File: config.mk
export PLATFORM = sky130hd
export DESIGN_NAME = stream_fifo
export DESIGN_NICKNAME = d
export VERILOG_FILES = /design/src/rtl/stream_fifo.sv
export SDC_FILE = /design/constraint.sdc
export NUM_CORES = 1
export LEC_CHECK = 0
export BUFFER_PORTS_ARGS = -buffer_cell sky130_fd_sc_hd__buf_2
export CAP_MARGIN = 10
export CORE_MARGIN = 4
export CORE_UTILIZATION = 30
export CTS_BUF_LIST = sky130_fd_sc_hd__clkbuf_4
export DETAILED_ROUTE_END_ITERATION = 12
export GPL_TIMING_DRIVEN = 1
export PLACE_DENSITY = 0.58
export SLEW_MARGIN = 20
export SYNTH_ARGS = -nofsm -noshare
export SYNTH_HDL_FRONTEND = slang
export SYNTH_SLANG_ARGS = --single-unit
File: constraint.sdc
create_clock -name clk -period 1.9 [get_ports clk]
set_input_delay 0 -clock clk [delete_from_list [all_inputs] [get_ports clk]]
set_output_delay 0 -clock clk [all_outputs]
set_load 0.005 [all_outputs]
File: src/rtl/stream_fifo.sv
// Elastic stb/ack buffer of DEPTH words between an arbiter and a slower consumer.
// All outputs come from registered state; only rst gates the handshakes.
module stream_fifo #(
    parameter int WIDTH     = 16,
    parameter int DEPTH     = 4,
    parameter int ADDR_BITS = 2
) (
    input  logic                 clk,
    input  logic                 rst,
    input  logic [WIDTH-1:0]     input_a,
    input  logic                 input_a_stb,
    output logic                 input_a_ack,
    output logic [WIDTH-1:0]     output_z,
    output logic                 output_z_stb,
    input  logic                 output_z_ack,
    output logic [ADDR_BITS:0]   count
);

    localparam logic [ADDR_BITS:0]   CNT_FULL = (ADDR_BITS+1)'(DEPTH);
    localparam logic [ADDR_BITS:0]   CNT_ONE  = (ADDR_BITS+1)'(1);
    localparam logic [ADDR_BITS-1:0] PTR_ONE  = ADDR_BITS'(1);

    // Handshake: a word moves on a rising edge where stb and ack are both 1 on
    // that port; senders hold stb and data stable until that edge.

    logic [WIDTH-1:0]     mem [DEPTH];
    logic [ADDR_BITS-1:0] wr_ptr;
    logic [ADDR_BITS-1:0] rd_ptr;
    logic                 push;
    logic                 pop;

    assign input_a_ack  = (count != CNT_FULL) && !rst;
    assign output_z_stb = (count != '0) && !rst;
    assign output_z     = (count != '0) ? mem[rd_ptr] : '0;

    assign push = input_a_stb & input_a_ack;
    assign pop  = output_z_stb & output_z_ack;

    // Storage is not reset; stale words are hidden because output_z is gated by count.
    always_ff @(posedge clk) begin
        if (push) begin
            mem[wr_ptr] <= input_a;
        end
    end

    always_ff @(posedge clk) begin
        if (rst) begin
            wr_ptr <= '0;
            rd_ptr <= '0;
            count  <= '0;
        end else begin
            if (push) begin
                wr_ptr <= wr_ptr + PTR_ONE;
            end
            if (pop) begin
                rd_ptr <= rd_ptr + PTR_ONE;
            end
            if (push && !pop) begin
                count <= count + CNT_ONE;
            end else if (pop && !push) begin
                count <= count - CNT_ONE;
            end
        end
    end

endmodule
==> summary.md <==
| Metric | Value |
|---|---|
| Seq cells post-synth | 73 |
| Mean Syn Cell Area | 20.0 um2 |
| First-pass GRT wire length | 8920 um |
| Final instance area | 3860 um2 |
| Initial antenna violation count | 0 |
| Clock power frac | 18.0% |
| TritonRoute pass-1 iters | 5 |
| Synth async-reset ratio | 0% |
| Vias per cell | 4.21 |
| DR top layer | met4 |
| Num rows | 36 |
| DR WL/cell | 14.8 um |
| Vias in the first global route | 1747 |
| Worst EP required | 2270 ps |
| Post-synth EDFFs | 64 |
| P_leak | 1.41 nW |
| Routed Antenna Nets | 0 |
| Comb power frac | 38.5% |
| Initial Utilization | 30.7% |
| Worst-Skew Late Latency | 430 ps |
| H-Tree Depth | 3 |
| Max FO, Critical Path | 4 |
| Synth Warn # | 0 |
| Share of post-route cells with drive strength above 1 | 46.3% |
| PortBufs | 40 |
| GRT Total Usage | 10.5% |
| RSZ-0062 raised after global routing | true |
| Die Area | 11700 um2 |
| Synth-to-Final Area Change | 28.8% |
| N_diodes | 0 |
| Power Density | 1180 nW/um2 |
| Drt total wl | 5550 um |
| WL met2 | 2590 um |
| Largest vdd supply drop | 0.607 mV |
| Fmax | 514 MHz |
| Largest net degree at the start of global routing | 17 |
| Internal | 3.14 mW |
| Post-placement worst setup slack | -98.8 ps |
| HP Class | in -> reg |
| Final period util | 102% |
| Nets | 263 |
| GP Congestion | 0.735 |
| Vias | 1578 |
| Fin Hold WS | 131 ps |
| Max-slew violations | 0 |
| Total gr overflow | 0 |
| Seq pwr share | 43.5% |
| Worst-path clk slew | 120 ps |
| DP Area | 3510 um2 |
| Min Tclk post-route | 1950 ps |
| Die Ht | 108 um |
| Post-route DRC violation count | 0 |
| Synth Instances | 150 |
| Kind of critical path | reg -> reg |
| Main flop type after synthesis | edfxtp_1 |
| CP startpoint kind | flip-flop |
| Run status | complete, but fails checks |
| Clock Tree Buf Depth | 2 |
| Core area | 9770 um2 |
| Metal1 wirelength | 2560 um |
| Switch Pwr | 1.42 mW |
| Number of max-cap violations | 0 |
| Setup TNS | -46.3 ps |
| Distinct cells, synth | 28 |
| Sequential cell area fraction in the yosys report | 70.1% |
| Worst slew pin tran | 280 ps |
| Skew final | 15.3 ps |
| Slew HR | 81.4% |
| I/O pin cnt | 41 |
| Switch share | 31.2% |
| Met3 WL | 305 um |
| CTS tree | done |
| Final hold vios | 0 |
| # setup viols final | 1 |
| Clock buffer count from CTS | 9 |
| Hpwl dp | 3560 um |
| Mapped Area | 3000 um2 |
| Failing checks | negative setup slack |
| Number of clock sinks | 73 |
| Pwr Total | 4.56 mW |
| Worst Path Arrival | 2310 ps |
| Final Worst Setup Slack | -46.3 ps |
| CTS root buf | clkbuf_4 |
| Starting DRC count in detailed routing | 59 |
| Worst setup EP type | flip-flop |
| Synth Net Count | 176 |
| DIE WIDTH | 108 um |
-- final timing paths --
kind / startpoint / to / slack (ps) / cells past startpoint
worst min register to register: rd_ptr[1]$_SDFFE_PP0P_ / rd_ptr[1]$_SDFFE_PP0P_ / 510 / 2
worst min-delay path: input_a_stb / wr_ptr[0]$_SDFFE_PP0P_ / 130 / 4
worst max register to register: count[2]$_SDFFE_PP0P_ / count[2]$_SDFFE_PP0P_ / -50 / 8
worst max-delay path: count[2]$_SDFFE_PP0P_ / count[2]$_SDFFE_PP0P_ / -50 / 8
-- area by class of cell --
cell class                 count  area, um2
fill                         942       5910
sequential                    73       2110
multi-input combinational     68        855
timing repair buffer          82        608
tap                          133        166
clock buffer                   9       67.6
clock inverter                 7       47.5
inverter                       3       11.3
-- power by group through the flow --
stage / logic, mW / clock network, mW / registers (mW)
5_1_grt: 1.93 / 0.935 / 2.00
3_3_place_gp: 1.67 / 0 / 2.01
6_report: 1.75 / 0.821 / 1.98
4_1_cts: 1.79 / 0.864 / 1.99
2_1_floorplan: 1.08 / 0 / 2.02
3_5_place_dp: 1.68 / 0 / 2.02
-- critical path, stage by stage, from the launching register on --
cell	delay [ps]
dfxtp_2	360
o31ai_2	250
or2_2	150
ha_2	160
inv_1	50
fa_2	330
xor2_1	150
or3_1	320
a21oi_2	120
-- what timing repair did --
action,CTS,global route
setup endpoints to repair,12,1
gates cloned,0,0
buffers inserted,1,0
pin swaps,3,0
hold buffers,22,0
gates resized for setup,2,0
endpoints found under the hold margin,72,0
-- routing by layer --
metal  GRT usage [%]  vias up
li1                -      753
met1            13.1      781
met2            16.3       35
met3            3.40        9
met4            5.14        0
met5               0        -
-- logic make-up after synthesis --
family,after synthesis,synth area share (%)
multiplexers,19,13.1
AND/OR/NAND/NOR,35,10.0
flip-flops,73,70.1
AO/OA/AOI/OAI,5,0.918
XOR/XNOR,3,0.877
buffers and inverters,9,2.25
adder cells (fa/ha/maj),6,2.75
-- sequential cells by signal, summed over array words and instances (netlist names), named ones only --
register and count:
wr_ptr 2, count 3, rd_ptr 2, mem 64
-- per-stage QoR --
stage | util [%] | std cells
after floorplan | - | 150
after global placement | 35.9 | 336
after detailed placement | 35.9 | 336
after CTS | 39.5 | 375
after global routing | 39.5 | 375
final | 39.5 | 375
-- Yosys cell counts, types with 2 or more instances --
master | n | area [um2]
and2_1 | 4 | 25.0
dfxtp_1 | 9 | 180
mux2i_1 | 2 | 20.0
or3_1 | 2 | 12.5
and2b_1 | 3 | 22.5
a21oi_1 | 2 | 10.0
nor2b_4 | 10 | 138
ha_1 | 5 | 62.6
buf_6 | 2 | 22.5
mux4_2 | 16 | 360
o21ai_0 | 2 | 10.0
xor2_1 | 3 | 26.3
buf_2 | 2 | 10.0
nor2_1 | 7 | 26.3
nor2b_1 | 3 | 18.8
inv_1 | 3 | 11.3
edfxtp_1 | 64 | 1920
-- layout by cell type (no fill, tap or decap), types with 3 or more instances in the layout --
cell type / count
xor2_1: 3
buf_2: 40
dlygate4sd3_1: 22
mux4_2: 16
buf_12: 3
and2b_1: 3
nor2b_1: 3
and2_1: 4
nor2_1: 7
buf_4: 17
dfxtp_2: 3
ha_1: 4
dfxtp_1: 6
clkinvlp_4: 4
nor2b_4: 10
edfxtp_1: 64
inv_1: 3
clkbuf_4: 9
No activity file was read; power rests on OpenSTA's default activity.
